## src/rtl/cam_pkg.sv

```systemverilog
// Shared defaults and helpers for the CAM read-modify-write arbiter.
package cam_pkg;

  localparam int DEF_N_REQ      = 2;
  localparam int DEF_KEY_SIZE   = 16;
  localparam int DEF_VALUE_SIZE = 256;
  localparam int DEF_INFLIGHT   = 4;

  // A single requester still needs one bit to hold its ID in the FIFO.
  function automatic int id_width(input int n_req);
    return (n_req <= 1) ? 1 : $clog2(n_req);
  endfunction

endpackage

```

## src/rtl/cam_rmw_arbiter_if.sv

```systemverilog
// Bus bundle for cam_rmw_arbiter: requester, table lookup/response, per-requester
// response and update channels. The slave modport is the arbiter's view.
interface cam_rmw_arbiter_if
  import cam_pkg::*;
#(
  parameter int N_REQ      = DEF_N_REQ,
  parameter int KEY_SIZE   = DEF_KEY_SIZE,
  parameter int VALUE_SIZE = DEF_VALUE_SIZE
);

  logic [N_REQ*KEY_SIZE-1:0]   s_req_index;
  logic [N_REQ-1:0]            s_req_valid;
  logic [N_REQ-1:0]            s_req_ready;

  logic [KEY_SIZE-1:0]         m_lookup_req_index;
  logic                        m_lookup_req_valid;
  logic                        m_lookup_req_ready;

  logic [VALUE_SIZE-1:0]       s_lookup_value_data;
  logic                        s_lookup_value_valid;
  logic                        s_lookup_value_ready;

  logic [N_REQ*VALUE_SIZE-1:0] m_value_data;
  logic [N_REQ-1:0]            m_value_valid;
  logic [N_REQ-1:0]            m_value_ready;

  logic [KEY_SIZE-1:0]         s_update_index;
  logic [VALUE_SIZE-1:0]       s_update_data;
  logic                        s_update_valid;
  logic                        s_update_ready;

  logic [KEY_SIZE-1:0]         m_update_index;
  logic [VALUE_SIZE-1:0]       m_update_data;
  logic                        m_update_valid;
  logic                        m_update_ready;

  logic                        err_unmatched;

  modport slave (
    input  s_req_index, s_req_valid, m_lookup_req_ready,
    input  s_lookup_value_data, s_lookup_value_valid, m_value_ready,
    input  s_update_index, s_update_data, s_update_valid, m_update_ready,
    output s_req_ready, m_lookup_req_index, m_lookup_req_valid,
    output s_lookup_value_ready, m_value_data, m_value_valid,
    output s_update_ready, m_update_index, m_update_data, m_update_valid,
    output err_unmatched
  );

  modport master (
    output s_req_index, s_req_valid, m_lookup_req_ready,
    output s_lookup_value_data, s_lookup_value_valid, m_value_ready,
    output s_update_index, s_update_data, s_update_valid, m_update_ready,
    input  s_req_ready, m_lookup_req_index, m_lookup_req_valid,
    input  s_lookup_value_ready, m_value_data, m_value_valid,
    input  s_update_ready, m_update_index, m_update_data, m_update_valid,
    input  err_unmatched
  );

endinterface

```

## src/rtl/cam_rmw_arbiter_rr.sv

```systemverilog
// Round-robin picker: first requester at or after ptr_i (wrapping) wins.
module rr_arbiter
  import cam_pkg::*;
#(
  parameter int N_REQ = DEF_N_REQ,
  parameter int ID_W  = id_width(N_REQ)
) (
  input  logic [N_REQ-1:0] req_i,
  input  logic [ID_W-1:0]  ptr_i,
  output logic [N_REQ-1:0] grant_o,
  output logic [ID_W-1:0]  grant_idx_o
);

  logic [ID_W:0]   cand_wide;
  logic [ID_W-1:0] cand;
  logic            found;

  // NOTE: every output gets a default before the loop, so no path leaves a
  // value unassigned and no latch is inferred; blocking '=' is right here.
  always_comb begin
    grant_o     = '0;
    grant_idx_o = '0;
    found       = 1'b0;
    cand_wide   = '0;
    cand        = '0;
    for (int off = 0; off < N_REQ; off++) begin
      cand_wide = {1'b0, ptr_i} + (ID_W+1)'(off);
      if (cand_wide >= (ID_W+1)'(N_REQ)) cand_wide = cand_wide - (ID_W+1)'(N_REQ);
      cand = cand_wide[ID_W-1:0];
      if (!found && req_i[cand]) begin
        found         = 1'b1;
        grant_o[cand] = 1'b1;
        grant_idx_o   = cand;
      end
    end
  end

endmodule

```

## src/rtl/cam_rmw_arbiter.sv

```systemverilog
// Lookup arbiter for read-modify-write on a shared table: blocks requests whose key
// is already in flight, routes responses back in order, retires keys on update.
module cam_rmw_arbiter
  import cam_pkg::*;
#(
  parameter int N_REQ      = DEF_N_REQ,
  parameter int KEY_SIZE   = DEF_KEY_SIZE,
  parameter int VALUE_SIZE = DEF_VALUE_SIZE,
  parameter int INFLIGHT   = DEF_INFLIGHT
) (
  input  logic               clk,
  input  logic               rst,
  cam_rmw_arbiter_if.slave   bus
);

  localparam int ID_W   = id_width(N_REQ);
  localparam int SLOT_W = $clog2(INFLIGHT);
  localparam int CNT_W  = SLOT_W + 1;

  logic [INFLIGHT-1:0] valid_q, valid_d;
  logic [KEY_SIZE-1:0] key_q  [INFLIGHT];
  logic [ID_W-1:0]     fifo_q [INFLIGHT];
  logic [SLOT_W-1:0]   wr_ptr_q, wr_ptr_d, rd_ptr_q, rd_ptr_d;
  logic [CNT_W-1:0]    count_q, count_d;
  logic [ID_W-1:0]     rr_ptr_q, rr_ptr_d;
  logic                err_q, err_d;

  logic                tbl_full, fifo_full, fifo_empty;
  logic [N_REQ-1:0]    hit, eligible, grant, value_valid_vec;
  logic [ID_W-1:0]     grant_idx, head_id;
  logic                lookup_hs, value_hs, update_hs, head_ready;
  logic [SLOT_W-1:0]   alloc_slot, retire_slot;
  logic                alloc_found, retire_hit;
  logic [KEY_SIZE-1:0] sel_key;
  logic [VALUE_SIZE-1:0] value_data;

  // Hazard check looks only at registered keys, so a same-cycle grant never blocks.
  always_comb begin
    hit = '0;
    for (int i = 0; i < N_REQ; i++)
      for (int e = 0; e < INFLIGHT; e++)
        if (valid_q[e] && key_q[e] == bus.s_req_index[i*KEY_SIZE +: KEY_SIZE]) hit[i] = 1'b1;
  end

  assign tbl_full   = &valid_q;
  assign fifo_full  = (count_q == CNT_W'(INFLIGHT));
  assign fifo_empty = (count_q == '0);
  assign eligible   = bus.s_req_valid & ~hit & {N_REQ{~tbl_full & ~fifo_full}};

  rr_arbiter #(.N_REQ(N_REQ), .ID_W(ID_W)) u_rr (
    .req_i       (eligible),
    .ptr_i       (rr_ptr_q),
    .grant_o     (grant),
    .grant_idx_o (grant_idx)
  );

  always_comb begin
    sel_key = '0;
    for (int i = 0; i < N_REQ; i++)
      if (grant[i]) sel_key = bus.s_req_index[i*KEY_SIZE +: KEY_SIZE];
  end

  assign bus.m_lookup_req_valid = |grant;
  assign bus.m_lookup_req_index = sel_key;
  assign bus.s_req_ready        = grant & {N_REQ{bus.m_lookup_req_ready}};
  assign lookup_hs              = bus.m_lookup_req_valid & bus.m_lookup_req_ready;

  // Responses come back in lookup order; the FIFO head names the owner.
  assign head_id = fifo_q[rd_ptr_q];

  always_comb begin
    head_ready      = 1'b0;
    value_valid_vec = '0;
    for (int i = 0; i < N_REQ; i++)
      if (head_id == ID_W'(i)) begin
        head_ready         = bus.m_value_ready[i];
        value_valid_vec[i] = bus.s_lookup_value_valid & ~fifo_empty;
      end
  end

  assign value_data               = bus.s_lookup_value_data;
  assign bus.m_value_data         = {N_REQ{value_data}};
  assign bus.m_value_valid        = value_valid_vec;
  assign bus.s_lookup_value_ready = ~fifo_empty & head_ready;
  assign value_hs                 = bus.s_lookup_value_valid & bus.s_lookup_value_ready;

  assign bus.m_update_index = bus.s_update_index;
  assign bus.m_update_data  = bus.s_update_data;
  assign bus.m_update_valid = bus.s_update_valid;
  assign bus.s_update_ready = bus.m_update_ready;
  assign update_hs          = bus.s_update_valid & bus.m_update_ready;
  assign bus.err_unmatched  = err_q;

  always_comb begin
    alloc_found = 1'b0;
    alloc_slot  = '0;
    retire_hit  = 1'b0;
    retire_slot = '0;
    for (int e = 0; e < INFLIGHT; e++) begin
      if (!alloc_found && !valid_q[e]) begin
        alloc_found = 1'b1;
        alloc_slot  = SLOT_W'(e);
      end
      if (!retire_hit && valid_q[e] && key_q[e] == bus.s_update_index) begin
        retire_hit  = 1'b1;
        retire_slot = SLOT_W'(e);
      end
    end
  end

  // Allocate and retire always touch different slots, so both may apply at once.
  always_comb begin
    valid_d  = valid_q;
    wr_ptr_d = wr_ptr_q;
    rd_ptr_d = rd_ptr_q;
    count_d  = count_q;
    rr_ptr_d = rr_ptr_q;
    err_d    = 1'b0;
    if (update_hs) begin
      if (retire_hit) valid_d[retire_slot] = 1'b0;
      else            err_d = 1'b1;
    end
    if (lookup_hs) begin
      valid_d[alloc_slot] = 1'b1;
      wr_ptr_d = wr_ptr_q + 1'b1;
      rr_ptr_d = (grant_idx == ID_W'(N_REQ-1)) ? '0 : grant_idx + 1'b1;
    end
    if (value_hs) rd_ptr_d = rd_ptr_q + 1'b1;
    case ({lookup_hs, value_hs})
      2'b10:   count_d = count_q + 1'b1;
      2'b01:   count_d = count_q - 1'b1;
      default: count_d = count_q;
    endcase
  end

  // NOTE: state registers use non-blocking '<=' so every flop samples the
  // pre-edge values regardless of statement order.
  always_ff @(posedge clk) begin
    if (rst) begin
      valid_q  <= '0;
      wr_ptr_q <= '0;
      rd_ptr_q <= '0;
      count_q  <= '0;
      rr_ptr_q <= '0;
      err_q    <= 1'b0;
    end else begin
      valid_q  <= valid_d;
      wr_ptr_q <= wr_ptr_d;
      rd_ptr_q <= rd_ptr_d;
      count_q  <= count_d;
      rr_ptr_q <= rr_ptr_d;
      err_q    <= err_d;
    end
  end

  // NOTE: key and ID storage is not reset; valid bits and the FIFO count
  // decide whether a slot means anything, so stale contents are harmless.
  always_ff @(posedge clk) begin
    if (lookup_hs) begin
      key_q[alloc_slot] <= sel_key;
      fifo_q[wr_ptr_q]  <= grant_idx;
    end
  end

endmodule

```

## src/flat_wrapper.sv

```systemverilog
// flat-port wrapper written by rule: the top's interface ports become plain ports
module cam_rmw_arbiter_flat import cam_pkg::*;
#(
  parameter int N_REQ      = DEF_N_REQ,
  parameter int KEY_SIZE   = DEF_KEY_SIZE,
  parameter int VALUE_SIZE = DEF_VALUE_SIZE,
  parameter int INFLIGHT   = DEF_INFLIGHT
)
  (clk, rst, bus_s_req_index, bus_s_req_valid, bus_m_lookup_req_ready, bus_s_lookup_value_data, bus_s_lookup_value_valid, bus_m_value_ready, bus_s_update_index, bus_s_update_data, bus_s_update_valid, bus_m_update_ready, bus_s_req_ready, bus_m_lookup_req_index, bus_m_lookup_req_valid, bus_s_lookup_value_ready, bus_m_value_data, bus_m_value_valid, bus_s_update_ready, bus_m_update_index, bus_m_update_data, bus_m_update_valid, bus_err_unmatched);
  cam_rmw_arbiter_if #(.N_REQ(N_REQ), .KEY_SIZE(KEY_SIZE), .VALUE_SIZE(VALUE_SIZE)) bus_i ();
  input  logic clk;
  input  logic rst;
  input wire logic [$bits(bus_i.s_req_index)-1:0] bus_s_req_index;
  input wire logic [$bits(bus_i.s_req_valid)-1:0] bus_s_req_valid;
  input wire logic [$bits(bus_i.m_lookup_req_ready)-1:0] bus_m_lookup_req_ready;
  input wire logic [$bits(bus_i.s_lookup_value_data)-1:0] bus_s_lookup_value_data;
  input wire logic [$bits(bus_i.s_lookup_value_valid)-1:0] bus_s_lookup_value_valid;
  input wire logic [$bits(bus_i.m_value_ready)-1:0] bus_m_value_ready;
  input wire logic [$bits(bus_i.s_update_index)-1:0] bus_s_update_index;
  input wire logic [$bits(bus_i.s_update_data)-1:0] bus_s_update_data;
  input wire logic [$bits(bus_i.s_update_valid)-1:0] bus_s_update_valid;
  input wire logic [$bits(bus_i.m_update_ready)-1:0] bus_m_update_ready;
  output wire logic [$bits(bus_i.s_req_ready)-1:0] bus_s_req_ready;
  output wire logic [$bits(bus_i.m_lookup_req_index)-1:0] bus_m_lookup_req_index;
  output wire logic [$bits(bus_i.m_lookup_req_valid)-1:0] bus_m_lookup_req_valid;
  output wire logic [$bits(bus_i.s_lookup_value_ready)-1:0] bus_s_lookup_value_ready;
  output wire logic [$bits(bus_i.m_value_data)-1:0] bus_m_value_data;
  output wire logic [$bits(bus_i.m_value_valid)-1:0] bus_m_value_valid;
  output wire logic [$bits(bus_i.s_update_ready)-1:0] bus_s_update_ready;
  output wire logic [$bits(bus_i.m_update_index)-1:0] bus_m_update_index;
  output wire logic [$bits(bus_i.m_update_data)-1:0] bus_m_update_data;
  output wire logic [$bits(bus_i.m_update_valid)-1:0] bus_m_update_valid;
  output wire logic [$bits(bus_i.err_unmatched)-1:0] bus_err_unmatched;
  assign bus_i.s_req_index = bus_s_req_index;
  assign bus_i.s_req_valid = bus_s_req_valid;
  assign bus_i.m_lookup_req_ready = bus_m_lookup_req_ready;
  assign bus_i.s_lookup_value_data = bus_s_lookup_value_data;
  assign bus_i.s_lookup_value_valid = bus_s_lookup_value_valid;
  assign bus_i.m_value_ready = bus_m_value_ready;
  assign bus_i.s_update_index = bus_s_update_index;
  assign bus_i.s_update_data = bus_s_update_data;
  assign bus_i.s_update_valid = bus_s_update_valid;
  assign bus_i.m_update_ready = bus_m_update_ready;
  assign bus_s_req_ready = bus_i.s_req_ready;
  assign bus_m_lookup_req_index = bus_i.m_lookup_req_index;
  assign bus_m_lookup_req_valid = bus_i.m_lookup_req_valid;
  assign bus_s_lookup_value_ready = bus_i.s_lookup_value_ready;
  assign bus_m_value_data = bus_i.m_value_data;
  assign bus_m_value_valid = bus_i.m_value_valid;
  assign bus_s_update_ready = bus_i.s_update_ready;
  assign bus_m_update_index = bus_i.m_update_index;
  assign bus_m_update_data = bus_i.m_update_data;
  assign bus_m_update_valid = bus_i.m_update_valid;
  assign bus_err_unmatched = bus_i.err_unmatched;
  cam_rmw_arbiter #(.N_REQ(N_REQ), .KEY_SIZE(KEY_SIZE), .VALUE_SIZE(VALUE_SIZE), .INFLIGHT(INFLIGHT)) u_core (.clk(clk), .rst(rst), .bus(bus_i));
endmodule
```

## config.mk

```make
export PLATFORM = sky130hd
export DESIGN_NAME = cam_rmw_arbiter_flat
export DESIGN_NICKNAME = d
export VERILOG_FILES = /design/src/rtl/cam_pkg.sv /design/src/rtl/cam_rmw_arbiter_if.sv /design/src/rtl/cam_rmw_arbiter_rr.sv /design/src/rtl/cam_rmw_arbiter.sv /design/src/flat_wrapper.sv
export SDC_FILE = /design/constraint.sdc
export NUM_CORES = 1
export LEC_CHECK = 0
export BUFFER_PORTS_ARGS = -buffer_cell sky130_fd_sc_hd__buf_2
export CORE_AREA = 2 2 534 536
export DETAILED_ROUTE_END_ITERATION = 7
export DIE_AREA = 0 0 536 538
export PLACE_DENSITY = 0.3
export SLEW_MARGIN = 20
export SYNTH_ARGS = -nofsm -noshare
export SYNTH_HDL_FRONTEND = slang
export SYNTH_SLANG_ARGS = --single-unit
```

## constraint.sdc

```tcl
create_clock -name clk -period 4.12 [get_ports clk]
set_input_delay 0.206 -clock clk [delete_from_list [all_inputs] [get_ports clk]]
set_output_delay 0.206 -clock clk [all_outputs]
set_load 0.1 [all_outputs]
```

======== Word-level counts from Yosys, hierarchy flattened ========
Memory sizes are Yosys's and may differ from the RTL's. A register that Yosys moved wholly into a read port is not among the register bits.
Cells that the tools add are included.
storage, ports and cells
  register bits after elaboration ......... 13
  bits in latches ......................... 0
  memory bits (writable) .................. 68
  bits in read-only memories .............. 0
  input bits .............................. 570
  memories kept ........................... 2
memories
  name           depth  bits a word  rd ports  clocked after memory_dff  write ports  line                   source
  u_core.key_q   4      16           4         0                         1            cam_rmw_arbiter.sv:21  logic [KEY_SIZE-1:0] key_q [INFLIGHT];
  u_core.fifo_q  4      1            1         1                         1            cam_rmw_arbiter.sv:22  logic [ID_W-1:0] fifo_q [INFLIGHT];
operators by class
  add/subtract/negate cells ............... 8
  multipliers ............................. 0
  div/mod/pow operators ................... 0
  magnitude comparators ................... 10
  equality and inequality tests ........... 15
  shift-type cells ........................ 0
  mux-type cells .......................... 55
  bitwise operators ....................... 18
  reductions and logical operators ........ 37
operators with widths
  operator             number
  $eq 16x16->1         12
  $mux 1               37
  $mux 16              2
  $logic_and 1x1->1    23
  $mux 2               8
  $mux 4               3
  $logic_not 1->1      9
  $and 1x1->1          6
  $and 2x2->2          3
  $lt 2x3->1 const B   2
  $pmux 3 s2           1
  $add 2x1->2 const B  2
  $and 4x4->4          1
  $demux 1 s2          2
  $ge 2x1->1 const B   2
  $lt 1x2->1 const B   2
  $not 1->1            4
  $not 4->4            1
  $or 4x4->4           1
  $reduce_and 4->1     1
  $reduce_or 2->1      2
  $add 3x1->3 const B  1
  $eq 3x3->1 const B   1
  $logic_not 3->1      1
  other kinds (13)     16

======== Logic depth before layout (Yosys ltp) ========
Gate-level depths: netlist of run 1.
An unclocked memory read counts as a cell.
  depth in word-level cells ............... 26
  depth in mapped cells ................... 14
  gate-level depth less buffers ........... 13

======== Modules after synthesis ========
A second synthesis of run 1 with hierarchy kept.
second synthesis, totals
  cells, all modules ...................... 1,284
  area total of the unflattened synthesis .. 11,250.8 sq um
by module, submodules not included
  module           times used  cells each  area each (sq um)
  cam_rmw_arbiter  1           1,280       11,220.8
  rr_arbiter       1           4           30.0

======== Worst setup path after synthesis of run 1 ========
Ideal clock, no wire load.
  path type ............................... register to register
  from .................................... register (tool-made name)
  to ...................................... register u_core.count_q[2]
  library setup time ...................... 0.071 ns
  arrival time ............................ 3.326 ns
  required time ........................... 4.049 ns
  setup slack ............................. 0.723 ns
  stages on the path, launching flop included .. 11
  clock period less this slack ............ 3.397 ns
  path through ............................ dfxtp_1 > mux4_2 > mux2_2 > and2_1 > and2_1 > ha_1 > inv_1 > fa_1 > xor2_1 > or3_1 > a21oi_1
RTL lines
  item                  line                    source
  end signal, assigned  cam_rmw_arbiter.sv:150  count_q <= count_d;
  end, declared         cam_rmw_arbiter.sv:24   logic [CNT_W-1:0] count_q, count_d;

==> results of run 1 <==
[kinds of logic (layout without fill, tap and decap cells)]
group,after synthesis,in the layout
mux,3,3
fa+ha+maj,6,6
other cells,0,1
compound gates,44,44
buf+inv,834,130
simple gates,112,112
xor+xnor,196,196
flops,83,83
[per-stage QoR]
stage | util | hold slack [ns] | std cells | setup slack (ns) | area [sq um]
after detailed placement | 0.0371 | 0.413 | 4320 | 0.537 | 10500
after global routing | 0.0383 | 0.229 | 4336 | 0.0761 | 10800
after floorplan | - | 0.411 | 1278 | 0.723 | 11400
after CTS | 0.0383 | 0.204 | 4336 | 0.152 | 10800
final | 0.0383 | 0.219 | 4337 | 0.178 | 10800
after global placement | 0.0371 | 0.413 | 4320 | 0.505 | 10500
[final cells by class]
type / count / area share
clock buffer: 10 / 0.0211
antenna: 1 / 0.000231
tap: 3762 / 0.434
sequential: 83 / 0.216
clock inverter: 6 / 0.00819
timing repair buffer: 106 / 0.0529
inverter: 8 / 0.00277
multi-input combinational: 361 / 0.265
[flip-flops by register name (all words and copies together), names as in the netlist, named ones only]
name                      flops
u_core.rr_ptr_q               1
u_core.valid_q                4
u_core.fifo_q                 4
u_core.rd_ptr_q               2
u_core.bus.err_unmatched      1
u_core.count_q                3
u_core.key_q                 64
u_core.wr_ptr_q               2
[cell usage after synthesis, types with 4 or more instances]
library cell / n / area (sq um)
and2_1: 8 / 50.1
nand2_1: 16 / 60.1
a22o_2: 7 / 70.1
nor4_1: 34 / 213
nor3_1: 10 / 50.1
ha_1: 5 / 62.6
buf_4: 794 / 5960
nand4_1: 15 / 93.8
xor2_1: 160 / 1400
buf_2: 22 / 110
a21oi_1: 5 / 25.0
nor2_1: 10 / 37.5
xnor2_1: 36 / 315
clkbuf_1: 4 / 15.0
a22o_1: 9 / 78.8
buf_6: 5 / 56.3
o21a_1: 4 / 30.0
inv_1: 8 / 30.0
edfxtp_1: 68 / 2040
dfxtp_1: 15 / 300
[power by group through the flow]
| stage | sequential, mW | combinational, mW | clock (mW) |
|---|---|---|---|
| 2_1_floorplan | 1.03 | 4.09 | 0 |
| 3_3_place_gp | 1.05 | 0.829 | 0 |
| 3_5_place_dp | 1.05 | 0.826 | 0 |
| 4_1_cts | 1.03 | 0.827 | 0.926 |
| 5_1_grt | 1.03 | 0.852 | 0.952 |
| 6_report | 1.03 | 0.800 | 0.893 |
[metal layers]
layer,part of all wire,up-vias,GRT usage
met1,0.13,2405,0.0462
met2,0.42,1374,0.177
met4,0.039,10,0.0403
met3,0.41,212,0.229
li1,-,1872,-
met5,0.0028,-,0.0135
[worst paths after layout]
path / startpoint / to / slack [ns] / cells past startpoint
setup reg to reg: u_core.key_q[1][0] / u_core.count_q[2] / 0.57 / 13
hold / removal: rst / u_core.count_q[0] / 0.22 / 2
hold reg to reg: u_core.count_q[2] / u_core.count_q[2] / 0.51 / 2
setup / recovery: u_core.key_q[1][0] / bus_m_lookup_req_index[8] / 0.18 / 9
==> key figures, run 1 <==
Logic synthesis
  – Mapped Avg Cell Area: 8.91 sq um
  – Combined area of all synthesized cells: 11400 sq um
  – XOR/XNOR Fraction of Synth Area: 0.151
  – Proportion of register bits with asynchronous set or reset after synthesis: 0
  – Post-synth net total: 1854
  – Adder-cell share of the synthesized area: 0.00725
  – Seq/Total Area, Yosys: 0.206
  – Number of enable flip-flop cells after synthesis: 68
  – Compound-cell area share of the yosys netlist: 0.0320
  – Number of synthesized register bits: 83
  – Leading register cell type out of synthesis: edfxtp_1
  – Post-Synth Simple-Gate Area: 0.0572
  – Unique cell type count in the Yosys netlist: 49
  – Multiplexer share of the synthesized area: 0.00385
  – Dominant combinational cell family by area after synthesis: buffers and inverters
  – Synth Warn #: 0
  – Gate count after technology mapping: 1278

Clocking
  – Number of hold-repair buffers added at the cts stage: 0
  – Buffers from clock root to sink, at most: 2
  – Sinks on the clock net: 83
  – Clock-pin slew on the worst setup and hold paths: 0.06 ns
  – Post-CTS Setup Repair Bufs: 0
  – Cts repair resizes: 0
  – CTS Buf Count: 9
  – Clock insertion delay at the later pin of the skew report: 0.36 ns
  – Root Buffer Master: clkbuf_16
  – TritonCTS clock tree: done
  – CTS H-tree depth: 3

Worst hold path
  – Path class of the lowest-slack min-delay path: input port to flop

Floorplanning
  – Number of ports placed on the die boundary: 1379
  – Width of the chip: 536 um
  – Die ar.: 288000 sq um
  – Die height: 538 um
  – Core Rows: 196
  – Effective utilization at floorplan: 0.0402
  – Core Box Area: 283000 sq um

Power
  – Power density over the cells: 251 nW/um^2
  – Worst supply voltage drop on vdd: 0.000140 V
  – Final total power: 2.72 mW
  – Net switching power: 1.03 mW
  – Sequential Power Share: 0.378
  – Power Internal: 1.69 mW
  – Combinational power share: 0.294
  – Leakage component of the power: 2.45 nW
  – Switch share: 0.379
  – Clock share of power: 0.328

Timing
  – Setup total negative slack: 0 ns
  – Achievable frequency: 254 MHz
  – Worst clock skew on the final layout: 0.00947 ns
  – Final slew viol count: 0
  – Hold violation count in the final report: 0
  – Post-layout min period: 3.94 ns
  – Final worst path period share: 0.957
  – Slew at the pin closest to its max-slew limit: 0.757 ns
  – Headroom to the max-slew limit: 0.490
  – Unrepaired setup endpoints after global routing: no
  – Setup violators final: 0

Status
  – Outcome: complete, no violations

Placed design
  – GPL Wtd Cong: 0.832
  – Detailed placement HPWL: 174 mm
  – Total of buffers placed on input and output ports: 98

Routing
  – Post-DR vias/cell: 1.35
  – Remaining design rule violation count: 0
  – Length of the first detailed-routing pass in iterations: 4
  – Final ANT Viol Nets: 0
  – Total vias in the final route: 5873
  – Wirelength, routed: 182 mm
  – 1st-iter DRT viols: 364
  – Routed length per instance: 42.0 um

Global route
  – Global route total overflow: 0
  – GRT Total Usage: 0.120
  – Initial antenna violation count: 8
  – Largest net degree at the start of global routing: 20
  – Number of global-route vias before repair: 5844
  – Global-route wire length before repair: 194 mm

Layout
  – Layout net count: 1145
  – Most frequent cells in the layout: xor2_1, buf_2, edfxtp_1
  – Register Area: 2340 sq um
  – Ratio of cells with drive above 1 in the final layout: 0.246
  – Most common cell after layout, fill and taps aside: xor2_1
  – Fillcell total: 33612
  – Layout Area Growth over Synthesis: -4.81%
  – Footprint of the multi-input gates: 2870 sq um

Job
  – Number of maximum-capacitance violations: 0

Worst setup path
  – Ordered cell list for the critical path: xor2_1 > nor4_1 > nand3_1 > o22ai_1 > or3_4 > o21a_1 > buf_4 > a22o_1 > buf_2
  – Arr. time, crit path: 3.74 ns
  – Crit-path max FO: 19
  – Crit-path leading delay family: simple AND/OR/NAND/NOR gates
  – Worst endpoint required time: 3.91 ns
  – Class of the most critical setup path: flop to output pin
  – Critical path buffers and inverters: 2
  – Crit start category: flop
  – Critical-path top delay cell: nor4_1
  – Biggest cell delay along the critical path: 0.65 ns
  – Type of element capturing the critical path: output pin
Note: power is estimated with default switching activity, not from simulation.
==> run 2, diff against run 1 <==
Settings changed: BUFFER_PORTS_ARGS -buffer_cell sky130_fd_sc_hd__buf_2 to not set, CORE_AREA 2 2 534 536 to 2 2 543 545, DIE_AREA 0 0 536 538 to 0 0 545 547, DONT_BUFFER_PORTS set to 1.
Clock period 4.12 ns to 4.3 ns, I/O delays scaled along.
==> key figures, run 2 (same netlist as run 1, synthesis figures left out) <==
Power
  – Final total power: 2.45 mW (was 2.72 mW)
  – Power density over the cells: 229 nW/um^2 (was 251 nW/um^2)
  – Leakage component of the power: 2.13 nW (was 2.45 nW)
  – Worst supply voltage drop on vdd: 0.000153 V (was 0.000140 V)

Global route
  – Global-route wire length before repair: 201 mm (was 194 mm)
  – Largest net degree at the start of global routing: 20 (unchanged)
  – Initial antenna violation count: 7 (was 8)
  – GRT Total Usage: 0.120 (about the same)
  – Global route total overflow: 0 (unchanged)
  – Number of global-route vias before repair: 5669 (was 5844)

Layout
  – Fillcell total: 34736 (was 33612)
  – Most common cell after layout, fill and taps aside: xor2_1 (unchanged)
  – Layout Area Growth over Synthesis: -6.27% (was -4.81%)
  – Register containing the most flip-flops in the final layout: u_core.key_q (unchanged)
  – Largest registers ranked by flip-flop count: u_core.key_q: 64 flops, u_core.fifo_q: 4 flops, u_core.valid_q: 4 flops (unchanged)
  – Ratio of cells with drive above 1 in the final layout: 0.128 (was 0.246)
  – Register Area: 2340 sq um (unchanged)
  – Most frequent cells in the layout: xor2_1, edfxtp_1, xnor2_1 (was xor2_1, buf_2, edfxtp_1)
  – Flip-flop count of the largest register, all copies and words added: 64 (unchanged)
  – Footprint of the multi-input gates: 2870 sq um (about the same)
  – Layout net count: 1065 (was 1145)

Timing
  – Slew at the pin closest to its max-slew limit: 0.829 ns (was 0.757 ns)
  – Headroom to the max-slew limit: 0.442 (was 0.490)
  – Hold violation count in the final report: 0 (unchanged)
  – Worst clock skew on the final layout: 0.0142 ns (was 0.00947 ns)
  – Worst slack on hold paths: 0.0254 ns (was 0.219 ns)
  – Setup violators final: 0 (unchanged)
  – Achievable frequency: 269 MHz
  – Unrepaired setup endpoints after global routing: no (unchanged)
  – Setup total negative slack: 0 ns (unchanged)
  – Post-layout min period: 3.71 ns
  – Final worst path period share: 0.864
  – Final slew viol count: 0 (unchanged)

Routing
  – Total vias in the final route: 5601 (was 5873)
  – Final ANT Viol Nets: 0 (unchanged)
  – Remaining design rule violation count: 0 (unchanged)
  – Routed length per instance: 42.6 um (was 42.0 um)
  – Wirelength, routed: 188 mm (was 182 mm)
  – Length of the first detailed-routing pass in iterations: 4 (unchanged)
  – Post-DR vias/cell: 1.27 (was 1.35)
  – 1st-iter DRT viols: 416 (was 364)

Floorplanning
  – Number of ports placed on the die boundary: 1379 (unchanged)
  – Core Box Area: 293000 sq um (was 283000 sq um)
  – Die height: 547 um (was 538 um)
  – Die ar.: 298000 sq um (was 288000 sq um)
  – Width of the chip: 545 um (was 536 um)
  – Effective utilization at floorplan: 0.0389 (was 0.0402)
  – Core Rows: 199 (was 196)

Job
  – Number of maximum-capacitance violations: 0 (unchanged)

Worst setup path
  – Crit-path max FO: 19 (unchanged)
  – Critical-path top delay cell: nor4_1 (unchanged)
  – Crit-path leading delay family: simple AND/OR/NAND/NOR gates (unchanged)
  – Start of the worst register-to-register path: u_core.key_q[1][11] (was u_core.key_q[1][0])
  – Stages on the worst setup path: 9 (unchanged)
  – Arr. time, crit path: 3.50 ns (was 3.74 ns)
  – Biggest cell delay along the critical path: 0.52 ns (was 0.65 ns)
  – Register-to-Register Setup Slack: 0.84 ns (was 0.57 ns)
  – Critical path buffers and inverters: 2 (unchanged)
  – Worst endpoint required time: 4.09 ns (was 3.91 ns)
  – Class of the most critical setup path: flop to output pin (unchanged)
  – Crit start category: flop (unchanged)
  – Most Frequent Cell on Critical Path: buf_4
  – Type of element capturing the critical path: output pin (unchanged)
  – Path depth of the worst reg2reg path: 13 (unchanged)
  – End of the worst register-to-register path: u_core.count_q[2] (unchanged)
  – Ordered cell list for the critical path: xor2_1 > nor4_1 > nand3_1 > o22ai_1 > or3_4 > o21a_1 > buf_4 > a22o_1 > buf_4 (was xor2_1 > nor4_1 > nand3_1 > o22ai_1 > or3_4 > o21a_1 > buf_4 > a22o_1 > buf_2)

Clocking
  – CTS H-tree depth: 3 (unchanged)
  – Root Buffer Master: clkbuf_16 (unchanged)
  – Post-CTS Setup Repair Bufs: 0 (unchanged)
  – TritonCTS clock tree: done (unchanged)
  – Clock-pin slew on the worst setup and hold paths: 0.07 ns (was 0.06 ns)
  – Buffers from clock root to sink, at most: 2 (unchanged)
  – Cts repair resizes: 0 (unchanged)
  – CTS Buf Count: 9 (unchanged)
  – Number of hold-repair buffers added at the cts stage: 1 (was 0)
  – Clock insertion delay at the later pin of the skew report: 0.36 ns (about the same)
  – Sinks on the clock net: 83 (unchanged)

Worst hold path
  – Path class of the lowest-slack min-delay path: input port to flop (unchanged)
  – Worst hold path endpoint: u_core.rr_ptr_q (was u_core.count_q[0])
  – Depth of the worst hold-timing path: 2 (unchanged)
  – Worst Min Path Start: rst (unchanged)

Status
  – Outcome: complete, no violations (unchanged)

Placed design
  – GPL Wtd Cong: 0.804 (was 0.832)
  – Total of buffers placed on input and output ports: 0 (was 98)
  – Detailed placement HPWL: 179 mm (was 174 mm)
[run 2: power breakdown]
part	total [mW]	leakage (nW)	switching (mW)	internal, mW
Combinational	0.605	1.23	0.441	0.164
Clock	0.862	0.150	0.349	0.513
Sequential	0.982	0.752	0.0518	0.930
Total	2.45	2.13	0.842	1.61
[run 2: final cells by class]
class | instances | share of cell area
tap | 3919 | 0.459
multi-input combinational | 361 | 0.269
sequential | 83 | 0.219
clock buffer | 11 | 0.0218
timing repair buffer | 26 | 0.0185
clock inverter | 5 | 0.00797
inverter | 8 | 0.00281
antenna | 4 | 0.000938
[run 2: per-stage QoR]
| stage | cell area (sq um) | setup slack [ns] | std cells | util |
|---|---|---|---|---|
| final | 10700 | 0.586 | 4417 | 0.0365 |
| after floorplan | 11400 | 0.903 | 1278 | - |
| after CTS | 10700 | 0.595 | 4413 | 0.0365 |
| after global routing | 10700 | 0.537 | 4413 | 0.0365 |
| after detailed placement | 10300 | 0.863 | 4396 | 0.0353 |
| after global placement | 10300 | 0.741 | 4396 | 0.0353 |
[run 2: how the worst max path moves through the flow]
stage,start,endpoint,slack (ns)
6_report,u_core.key_q[1][11],bus_m_lookup_req_index[13],0.59
5_1_grt,u_core.key_q[2][1],bus_m_lookup_req_index[13],0.54
4_1_cts,u_core.key_q[1][11],bus_m_lookup_req_index[13],0.59
3_5_place_dp,u_core.key_q[1][11],u_core.count_q[2],0.86
3_3_place_gp,u_core.key_q[1][11],u_core.count_q[2],0.74
2_1_floorplan,flop,u_core.count_q[2],0.90
[run 2: per-layer routing]
metal  vias up  global-route usage  share of wire
li1       1716                   -              -
met5         -              0.0239         0.0050
met1      2308              0.0481           0.14
met3       188               0.221           0.39
met2      1371               0.182           0.43
met4        18              0.0372          0.037
==> run 3, diff against run 2 <==
Settings changed: CORE_AREA 2 2 543 545 to 2 2 540 542, DIE_AREA 0 0 545 547 to 0 0 542 544.
Clock period 4.3 ns to 3.15 ns, I/O delays scaled along.
==> key figures, run 3 (same netlist as run 1, synthesis figures left out) <==
Global route
  – Global-route wire length before repair: 191 mm (was 201 mm)
  – GRT Total Usage: 0.115 (was 0.120)
  – Initial antenna violation count: 8 (was 7)
  – Number of global-route vias before repair: 5952 (was 5669)
  – Largest net degree at the start of global routing: 19 (was 20)
  – Global route total overflow: 0 (unchanged)

Layout
  – Most common cell after layout, fill and taps aside: xor2_1 (unchanged)
  – Layout net count: 1142 (was 1065)
  – Final instance count without filler cells: 4373 (was 4417)
  – Register containing the most flip-flops in the final layout: u_core.key_q (unchanged)
  – Final instance area: 11600 sq um (was 10700 sq um)
  – Most frequent cells in the layout: xor2_1, buf_4, edfxtp_1 (was xor2_1, edfxtp_1, xnor2_1)
  – Footprint of the multi-input gates: 3100 sq um (was 2870 sq um)
  – Layout Area Growth over Synthesis: 1.78% (was -6.27%)
  – Fillcell total: 34264 (was 34736)
  – Ratio of cells with drive above 1 in the final layout: 0.285 (was 0.128)
  – Final Core Density: 0.0401 (was 0.0365)
  – Flip-flop count of the largest register, all copies and words added: 64 (unchanged)
  – Largest registers ranked by flip-flop count: u_core.key_q: 64 flops, u_core.fifo_q: 4 flops, u_core.valid_q: 4 flops (unchanged)
  – Register Area: 2340 sq um (unchanged)

Worst setup path
  – Path depth of the worst reg2reg path: 13 (unchanged)
  – Stages on the worst setup path: 13 (was 9)
  – First element of the critical path: u_core.key_q[0][11] (was u_core.key_q[1][11])
  – Type of element capturing the critical path: output pin (unchanged)
  – Class of the most critical setup path: flop to output pin (unchanged)
  – Critical path buffers and inverters: 6 (was 2)
  – Most Frequent Cell on Critical Path: buf_4 (unchanged)
  – Crit-path max FO: 5 (was 19)
  – Start of the worst register-to-register path: u_core.key_q[1][14] (was u_core.key_q[1][11])
  – Critical-path top delay cell: edfxtp_1 (was nor4_1)
  – Crit-path leading delay family: buffers and inverters (was simple AND/OR/NAND/NOR gates)
  – Biggest cell delay along the critical path: 0.41 ns (was 0.52 ns)
  – Ordered cell list for the critical path: buf_4 > xor2_1 > nor3_1 > buf_4 > nand4_1 > o22ai_2 > or3_4 > buf_4 > o21a_1 > buf_4 > a22o_4 > buf_12 > buf_12 (was xor2_1 > nor4_1 > nand3_1 > o22ai_1 > or3_4 > o21a_1 > buf_4 > a22o_1 > buf_4)
  – Register-to-Register Setup Slack: 0.07 ns (was 0.84 ns)
  – Arr. time, crit path: 3.00 ns (was 3.50 ns)
  – Worst endpoint required time: 2.99 ns (was 4.09 ns)
  – Crit start category: flop (unchanged)

Floorplanning
  – Core Box Area: 289000 sq um (was 293000 sq um)
  – Width of the chip: 542 um (was 545 um)
  – Die ar.: 295000 sq um (was 298000 sq um)
  – Number of ports placed on the die boundary: 1379 (unchanged)
  – Effective utilization at floorplan: 0.0394 (was 0.0389)
  – Core Rows: 198 (was 199)
  – Die height: 544 um (was 547 um)

Placed design
  – Number of cells in the design after placement: 4344 (was 4396)
  – Cell area reported after detailed placement: 11000 sq um (was 10300 sq um)
  – GPL Wtd Cong: 0.799 (was 0.804)
  – Total of buffers placed on input and output ports: 0 (unchanged)
  – Detailed placement HPWL: 169 mm (was 179 mm)
  – Place WS: -0.0638 ns (was 0.863 ns)

Routing
  – Length of the first detailed-routing pass in iterations: 4 (unchanged)
  – Routed length per instance: 40.6 um (was 42.6 um)
  – Final ANT Viol Nets: 0 (unchanged)
  – Total vias in the final route: 5968 (was 5601)
  – 1st-iter DRT viols: 450 (was 416)
  – Post-DR vias/cell: 1.36 (was 1.27)
  – Wirelength, routed: 178 mm (was 188 mm)
  – Remaining design rule violation count: 0 (unchanged)

Timing
  – Hold violation count in the final report: 0 (unchanged)
  – Post-layout min period: 3.16 ns
  – Worst clock skew on the final layout: 0.0170 ns (was 0.0142 ns)
  – Achievable frequency: 317 MHz
  – Slew at the pin closest to its max-slew limit: 0.674 ns (was 0.829 ns)
  – Post-route worst setup slack: -0.00725 ns (was 0.586 ns)
  – Final slew viol count: 0 (unchanged)
  – Worst slack on hold paths: 0.0240 ns (was 0.0254 ns)
  – Setup total negative slack: -0.00725 ns (was 0 ns)
  – Unrepaired setup endpoints after global routing: yes (was no)
  – Setup violators final: 1 (was 0)
  – Headroom to the max-slew limit: 0.550 (was 0.442)
  – Final worst path period share: 1.00

Power
  – Leakage component of the power: 2.66 nW (was 2.13 nW)
  – Worst supply voltage drop on vdd: 0.000201 V (was 0.000153 V)
  – Power density over the cells: 294 nW/um^2 (was 229 nW/um^2)
  – Final total power: 3.40 mW (was 2.45 mW)

Status
  – Outcome: complete, but fails checks (was complete, no violations)
  – Failing checks: setup timing

Clocking
  – Buffers from clock root to sink, at most: 2 (unchanged)
  – Clock insertion delay at the later pin of the skew report: 0.36 ns (about the same)
  – CTS Buf Count: 9 (unchanged)
  – Clock-pin slew on the worst setup and hold paths: 0.07 ns (about the same)
  – CTS H-tree depth: 3 (unchanged)
  – TritonCTS clock tree: done (unchanged)
  – Sinks on the clock net: 83 (unchanged)
  – Root Buffer Master: clkbuf_16 (unchanged)

Worst hold path
  – Path class of the lowest-slack min-delay path: input port to flop (unchanged)
  – Depth of the worst hold-timing path: 1 (was 2)
  – Worst Min Path Start: bus_s_req_index[31] (was rst)

Job
  – Number of maximum-capacitance violations: 0 (unchanged)
[run 3: layout make-up]
type                       count  area share
antenna                        2    0.000432
clock buffer                   9      0.0194
clock inverter                 7     0.00367
inverter                       8     0.00259
multi-input combinational    361       0.267
sequential                    83       0.202
tap                         3800       0.410
timing repair buffer         103      0.0942
[run 3: report_power, final]
group,switching [mW],internal [mW]
Combinational,0.664,0.419
Sequential,0.0490,1.27
Clock,0.471,0.531
Total,1.18,2.22
[run 3: path summary, 6_finish.rpt]
check,to
min reg2reg,u_core.wr_ptr_q[1]
max,bus_m_lookup_req_index[11]
min,u_core.key_q[0][15]
max reg2reg,u_core.count_q[2]
[run 3: layer usage]
| metal | GRT usage | routed length [um] | vias to the layer above |
|---|---|---|---|
| met5 | 0.0386 | 1710 | - |
| met4 | 0.0288 | 5270 | 32 |
| met3 | 0.218 | 71500 | 203 |
| met2 | 0.170 | 74500 | 1494 |
| met1 | 0.0458 | 24500 | 2368 |
| li1 | - | - | 1871 |
[run 3: repair_timing]
action | CTS | global route
hold buffers | 1 | 0
cloned | 0 | 0
setup endpoints to repair | 18 | 35
setup buffers | 2 | 8
endpoints found under the hold margin | 15 | 0
pin swaps | 2 | 6
gates resized for setup | 16 | 19
